[src/rtl/ad9361_ensm_pkg.sv]
// ad9361_ensm_pkg: ENSM state encoding and counter load helper.
package ad9361_ensm_pkg;

    typedef enum logic [1:0] {
        ALERT  = 2'd0,
        SETUP  = 2'd1,
        ACTIVE = 2'd2,
        TURN   = 2'd3
    } ensm_state_e;

    // Callers cast the result to their counter width.
    function automatic logic [31:0] cnt_load(input int val);
        return 32'(val - 1);
    endfunction

endpackage

[src/rtl/ad9361_ensm_sequencer_counter.sv]
// ensm_guard_counter: loadable down-counter saturating at zero, with zero flag.
module ensm_guard_counter #(
    parameter int CNT_W = 8
) (
    input  logic             clk,
    input  logic             rst,
    input  logic             load_i,
    input  logic [CNT_W-1:0] val_i,
    output logic             zero_o
);

    logic [CNT_W-1:0] cnt_q;

    always_ff @(posedge clk) begin
        if (rst) cnt_q <= '0;
        else     cnt_q <= load_i ? val_i : (zero_o ? cnt_q : cnt_q - 1'b1);
    end

    assign zero_o = cnt_q == '0;

endmodule

[src/rtl/ad9361_ensm_sequencer.sv]
// ad9361_ensm_sequencer: AD9361 ENSM enable/txnrx sequencer with guard and turnaround timing.
// ENSM_TDD_SYNC_EN: gate leaving ALERT, TURN->SETUP and leaving ACTIVE on tdd_sync_i.
module ad9361_ensm_sequencer
    import ad9361_ensm_pkg::*;
#(
    parameter int PULSE_MODE   = 0,
    parameter int GUARD_CYCLES = 4,
    parameter int TURN_CYCLES  = 8,
    parameter int PULSE_CYCLES = 2,
    parameter int CNT_W        = 8
) (
    input  logic       aclk,
    input  logic       arst,
    input  logic       up_enable,
    input  logic       up_txnrx,
    input  logic       tdd_sync_i,
    output logic       enable,
    output logic       txnrx,
    output logic       rx_on,
    output logic       tx_on,
    output logic       busy,
    output logic [1:0] state
);

    localparam logic [1:0] S_ALERT  = 2'(ALERT);
    localparam logic [1:0] S_SETUP  = 2'(SETUP);
    localparam logic [1:0] S_ACTIVE = 2'(ACTIVE);
    localparam logic [1:0] S_TURN   = 2'(TURN);
    localparam logic [CNT_W-1:0] GUARD_LD = CNT_W'(cnt_load(GUARD_CYCLES));
    localparam logic [CNT_W-1:0] TURN_LD  = CNT_W'(cnt_load(TURN_CYCLES));
    localparam logic [CNT_W-1:0] PULSE_LD = CNT_W'(cnt_load(PULSE_CYCLES));

    logic [1:0] state_q, state_d;
    logic req_en_q, req_dir_q, enable_q, enable_d, txnrx_q, txnrx_d;
    logic rx_on_q, rx_on_d, tx_on_q, tx_on_d, exit_q, exit_d;
    logic ld, zero, change, sync;
    logic [CNT_W-1:0] ld_val;

`ifdef ENSM_TDD_SYNC_EN
    assign sync = tdd_sync_i;
`else
    logic sync_unused;
    assign sync        = 1'b1;
    assign sync_unused = tdd_sync_i;
`endif

    assign change = !req_en_q || req_dir_q != txnrx_q;

    always_comb begin
        state_d  = state_q;
        enable_d = enable_q;
        txnrx_d  = txnrx_q;
        rx_on_d  = rx_on_q;
        tx_on_d  = tx_on_q;
        exit_d   = exit_q;
        ld       = 1'b0;
        ld_val   = '0;
        case (state_q)
            S_ALERT: if (req_en_q && sync) begin
                state_d = S_SETUP;
                txnrx_d = req_dir_q;
                ld      = 1'b1;
                ld_val  = GUARD_LD;
            end
            S_SETUP: if (!req_en_q) begin
                state_d = S_ALERT;
            end else if (req_dir_q != txnrx_q) begin
                txnrx_d = req_dir_q;
                ld      = 1'b1;
                ld_val  = GUARD_LD;
            end else if (zero) begin
                state_d  = S_ACTIVE;
                enable_d = 1'b1;
                rx_on_d  = !txnrx_q;
                tx_on_d  = txnrx_q;
                ld       = PULSE_MODE != 0;
                ld_val   = PULSE_LD;
            end
            S_ACTIVE: if (PULSE_MODE == 0) begin
                if (change && sync) begin
                    state_d  = S_TURN;
                    enable_d = 1'b0;
                    rx_on_d  = 1'b0;
                    tx_on_d  = 1'b0;
                    ld       = 1'b1;
                    ld_val   = TURN_LD;
                end
            end else if (exit_q) begin
                if (zero) begin
                    state_d  = S_TURN;
                    enable_d = 1'b0;
                    exit_d   = 1'b0;
                    ld       = 1'b1;
                    ld_val   = TURN_LD;
                end
            end else if (enable_q) begin
                enable_d = !zero;
            end else if (change && sync) begin
                // exit pulse: direction flags drop as it starts
                enable_d = 1'b1;
                exit_d   = 1'b1;
                rx_on_d  = 1'b0;
                tx_on_d  = 1'b0;
                ld       = 1'b1;
                ld_val   = PULSE_LD;
            end
            S_TURN: if (zero) begin
                if (!req_en_q) begin
                    state_d = S_ALERT;
                end else if (sync) begin
                    state_d = S_SETUP;
                    txnrx_d = req_dir_q;
                    ld      = 1'b1;
                    ld_val  = GUARD_LD;
                end
            end
        endcase
    end

    always_ff @(posedge aclk) begin
        if (arst) begin
            state_q   <= S_ALERT;
            req_en_q  <= 1'b0;
            req_dir_q <= 1'b0;
            enable_q  <= 1'b0;
            txnrx_q   <= 1'b0;
            rx_on_q   <= 1'b0;
            tx_on_q   <= 1'b0;
            exit_q    <= 1'b0;
        end else begin
            state_q   <= state_d;
            req_en_q  <= up_enable;
            req_dir_q <= up_txnrx;
            enable_q  <= enable_d;
            txnrx_q   <= txnrx_d;
            rx_on_q   <= rx_on_d;
            tx_on_q   <= tx_on_d;
            exit_q    <= exit_d;
        end
    end

    ensm_guard_counter #(.CNT_W(CNT_W)) u_cnt (
        .clk    (aclk),
        .rst    (arst),
        .load_i (ld),
        .val_i  (ld_val),
        .zero_o (zero)
    );

    assign enable = enable_q;
    assign txnrx  = txnrx_q;
    assign rx_on  = rx_on_q;
    assign tx_on  = tx_on_q;
    assign busy   = state_q == S_SETUP || state_q == S_TURN;
    assign state  = state_q;

endmodule
[config.mk]
export PLATFORM = sky130hd
export DESIGN_NAME = ad9361_ensm_sequencer
export DESIGN_NICKNAME = d
export VERILOG_FILES = /design/src/rtl/ad9361_ensm_pkg.sv /design/src/rtl/ad9361_ensm_sequencer_counter.sv /design/src/rtl/ad9361_ensm_sequencer.sv
export SDC_FILE = /design/constraint.sdc
export NUM_CORES = 1
export LEC_CHECK = 0
export BUFFER_PORTS_ARGS = -buffer_cell sky130_fd_sc_hd__buf_2
export CAP_MARGIN = 15
export CORE_AREA = 2 2 46 48
export DETAILED_ROUTE_END_ITERATION = 10
export DIE_AREA = 0 0 48 50
export PLACE_DENSITY_LB_ADDON = 0.25
export SYNTH_ARGS = -nofsm -noshare
export SYNTH_HDL_FRONTEND = slang
export SYNTH_SLANG_ARGS = --single-unit
[constraint.sdc]
create_clock -name aclk -period 4.15 [get_ports aclk]
set_input_delay 0.415 -clock aclk [delete_from_list [all_inputs] [get_ports aclk]]
set_output_delay 0.415 -clock aclk [all_outputs]
set_load 0.02 [all_outputs]
== After elaboration in Yosys (flattened, before gate mapping) ==
Index checks and enable logic that the tools add are counted.

* Flip-flop bits (word level): 16
* Input port bits: 5
* Output and inout port bits: 7
* Logic and storage cells: 75

* Add/sub/neg operators: 1
* Eq/ne operators: 14
* Multiplexer cells: 41
* Reductions and logical operators: 11

{| class="wikitable"
|+ Operators with widths
! operator !! number
|-
| case mux 8 bit (4 select lines) || 1
|-
| 2-to-1 mux 1 bit || 21
|-
| 2-to-1 mux 2 bit || 10
|-
| 2-to-1 mux 8 bit || 2
|-
| inequality test 2 bit (second input constant) || 5
|-
| AND reduction 5 bit || 2
|-
| logical NOT 8 bit || 1
|-
| case mux 2 bit (4 select lines) || 1
|-
| subtractor 8 x 1 -> 8 bit (second input constant) || 1
|-
| inequality test 2 x 1 -> 1 bit (second input constant) || 3
|-
| case mux 1 bit (2 select lines) || 3
|-
| equality test 2 bit (second input constant) || 2
|-
| case mux 1 bit (4 select lines) || 1
|-
| AND reduction 4 bit || 1
|-
| 2-to-1 mux 3 bit || 1
|-
| inequality test 3 x 2 -> 1 bit (second input constant) || 1
|-
| inequality test 3 bit (second input constant) || 1
|-
| case mux 1 bit (3 select lines) || 1
|-
| nonzero test 3 bit || 1
|-
| equality test 2 x 1 -> 1 bit (second input constant) || 1
|-
| logical NOT 1 bit || 2
|-
| logical NOT 2 bit || 1
|-
| logical OR 1 bit || 2
|-
| nonzero test 2 bit || 1
|-
| inequality test 1 bit || 1
|}

== Longest topological paths before layout ==
* Depth in word-level cells: 6
* Gate-level depth with buffers: 6
* Gate-level depth less buffers: 6

== Cells and area by module ==
A second synthesis with hierarchy kept.

* Cells, all modules: 116
* Area total of the unflattened synthesis: 972.2 um2

{| class="wikitable"
|+ Modules (own cells, without submodules)
! module !! times used !! cells each !! area each (um2) !! seq. area each (um2)
|-
| ensm_guard_counter || 1 || 60 || 491.7 || 160.2
|-
| ad9361_ensm_sequencer || 1 || 56 || 480.5 || 160.2
|}

== Least setup slack after synthesis ==
OpenSTA, ideal clock, no wires.

* Kind: register -> register
* From: register u_cnt.cnt_q[0]
* To: register tx_on_q, in the netlist tx_on
* Setup time: 0.070 ns
* Arrival: 1.629 ns
* Required time: 4.080 ns
* Slack: 2.451 ns
* Stages on the path, launching flop included: 7
* Buffers on the path: 0
* Clock period less this slack: 1.699 ns
* Cells stage by stage: dfxtp_1 inv_1 ha_1 nor3b_2 nand3_4 or4b_1 a21oi_1

* Word-level cells in the longest chain between the ends: 3

{| class="wikitable"
|+ RTL lines
! item !! line !! RTL
|-
| start, declared || ad9361_ensm_sequencer_counter.sv:12 || <nowiki>logic [CNT_W-1:0] cnt_q;</nowiki>
|-
| start signal, assigned || ad9361_ensm_sequencer_counter.sv:16 || <nowiki>else cnt_q <= load_i ? val_i : (zero_o ? cnt_q : cnt_q - 1'b1);</nowiki>
|-
| logical NOT 8 bit || ad9361_ensm_sequencer_counter.sv:19 || <nowiki>assign zero_o = cnt_q == '0;</nowiki>
|-
| inequality test 2 x 1 -> 1 bit (no source line) || n/a ||
|-
| AND reduction 5 bit (no source line) || n/a ||
|-
| end signal, assigned || ad9361_ensm_sequencer.sv:137 || <nowiki>tx_on_q <= tx_on_d;</nowiki>
|-
| end, declared || ad9361_ensm_sequencer.sv:35 || <nowiki>logic rx_on_q, rx_on_d, tx_on_q, tx_on_d, exit_q, exit_d;</nowiki>
|}

Every way passes these cells.
A chain may end at the register's enable or synchronous reset.

== Final worst setup path ==
Same ends and word-level chain as after synthesis.

==> out/qor.yml <==
dp_cells: 126
synthAdderAreaFrac_pct: 3.03
antenna_found_initial: 0
cp_data_arrival_time_ps: 2070
gp_congestion: 0.715
core_mm2: 0.00190
cts_resized: 0
vdd_drop_max_mv: 0.319
async_reset_ff_share_pct: 0
yosys_warnings: 0
maxCapViolCount: 0
hold_buffers: 0
min_period_ps: 1840
path_class: "register to register"
leakage_nw: 0.367
place_area_um2: 897
synth_area_um2: 825
synth_compound_area_share_pct: 15.9
seq_area_frac_synth_pct: 38.8
p_per_area_mw_per_mm2: 681
cts.sinks: 16
synth-edff-count: 0
htreeDepth: 1
synth-simple-area-share_pct: 29.4
fin_cells: 130
cts.clk_slew.worst_paths_ps: 90
reg2reg_to: "tx_on"
clk-insertion-delay-late_ps: 280
dieArea_mm2: 0.00240
reg2reg_slack_ps: 2310
hold_viol: 0
stdcell_area_um2: 933
synth_top_family_by_area: "simple AND/OR/NAND/NOR gates"
relSlewSlack_pct: 71.8
grt_usage_pct: 14.6
min_to: "req_dir_q"
clock_path_buffers: 2
worst_pin_slew_ps: 422
synth-seq-cells: 16
max_freq_mhz: 543
rows: 16
overflow: 0
slew_violations: 0
grt_pass1_wl_mm: 2.52
grt_max_degree: 14
vias: 661
cts_root_buf: "clkbuf_4"
cp_max_fo: 7
synth_fp_nets: 99
post-cts-setup-buffers: 0
synth_cell_type_count: 34
cts_tree: "done"
crit_required_ps: 4380
rsz0062_at_grt: "no"
nets: 111
synth_ff_type: "dfxtp_1"
wire_per_inst_um: 11.3
hold_class: "input pin to register"
p_total_mw: 0.636
syn_avg_cell_area_um2: 8.96
reg2reg_depth: 6
finalClockSkew_ps: 0.421
first_iter_violations: 1
crit_path_start_kind: "register"
detail-route-antenna-nets: 0
antennaDiodeCount: 0
outcome: "completed"
io_pins: 12
start_util_pct: 43.4
period_share_pct: 44.4
nFillCells: 190
io_buffer_count: 10
timing.rr.start: "u_cnt.cnt_q[0]"
via_per_inst: 5.08
syn_inst: 92
min_path_cells: 2
hpwl_mm: 1.10
grt_pass1_vias: 616
final_cell_mix: "dfxtp_1 (16), a21oi_1 (10), buf_2 (10)"
layout_commonest_cell: "dfxtp_1"
setup_viol: 0
die_x_um: 48
fp.dieH_um: 50
min_from: "up_txnrx"
final_layout_size_suffix_gt1_share_pct: 21.4
synthXorXnorAreaFrac_pct: 5.31
drc: 0
drtPass1Iterations: 4
routed_wl_mm: 1.47
finalSetupTns_ps: 0
synth.area.mux_share_pct: 3.79
area.growth.synth_to_final_pct: 13.2
numCtsBuffers: 3
endpoint_kind: "register"
==> cell families after synthesis <==
logic type                 Yosys count
and+or+nand+nor                     36
DFF                                 16
AOI/OAI and AO/OA                   22
adders and majority gates            2
muxes                                3
buffers and inverters                8
xor gates and xnor gates             5
==> routing by layer <==
layer / track usage (%) / vias to the layer above / part of all wire [%]
li1: - / 345 / -
met1: 16.5 / 306 / 48
met2: 24.4 / 8 / 48
met3: 5.49 / 2 / 3.3
met4: 4.05 / 0 / 0.95
met5: 0 / - / 0
==> flip-flops by register name, summed over array words and instances (netlist names), named ones only <==
name         cells
rx_on            1
enable           1
u_cnt.cnt_q      8
txnrx            1
tx_on            1
req_dir_q        1
state            1
req_en_q         1
==> synthesized netlist by cell type (all sizes together) (2+ instances only) <==
master	n	area, um2
o211ai	2	15.0
mux2i	2	20.0
a21oi	10	50.1
nor2	6	22.5
and2	2	12.5
inv	5	18.8
o311ai	2	17.5
nand2	6	22.5
clkbuf	3	11.3
xnor2	2	17.5
o21ai	4	20.0
nand2b	3	18.8
ha	2	25.0
dfxtp	16	320
xor2	3	26.3
or3b	2	17.5
nand3b	2	15.0
nor2b	4	25.0
or3	2	13.8
==> worst max-delay path by stage <==
stage	cells after the start	startpoint	to	slack, ps
4_1_cts	6	u_cnt.cnt_q[0]	tx_on	2290
3_5_place_dp	6	u_cnt.cnt_q[0]	tx_on	2320
5_1_grt	6	u_cnt.cnt_q[0]	tx_on	2120
3_3_place_gp	6	u_cnt.cnt_q[0]	tx_on	2320
2_1_floorplan	6	u_cnt.cnt_q[0]	tx_on	2450
6_report	6	u_cnt.cnt_q[0]	tx_on	2310
==> where the power goes <==
group          internal [mW]  switching (mW)  leakage (nW)
logic                  0.142           0.147         0.215
clock network         0.0534          0.0494        0.0210
registers              0.192          0.0520         0.131
total                  0.388           0.248         0.367
==> cell type report <==
class                      count  area, um2  area share [%]
clock buffer                   4       36.3            3.89
inverter                       5       18.8            2.01
multi-input combinational     68        474            50.8
sequential                    16        320            34.3
tap                           27       33.8            3.62
timing repair buffer          10       50.0            5.36
==> critical path, cell delays in order (launching register included) <==
cell and delay (ps):
dfxtp_1 340, inv_1 80, ha_1 170, nor3b_2 390, nand3_4 150, or4b_1 520, a21oi_1 140
==> metrics by stage <==
| step | hold slack, ps | worst slack [ps] | util (%) |
|---|---|---|---|
| detailed placement | 452 | 2320 | 47.2 |
| CTS | 323 | 2290 | 49.1 |
| floorplan | 463 | 2450 | - |
| finish | 335 | 2310 | 49.1 |
| global route | 344 | 2120 | 49.1 |
| global placement | 442 | 2320 | 47.2 |
Power figures use the tool's default switching activity.
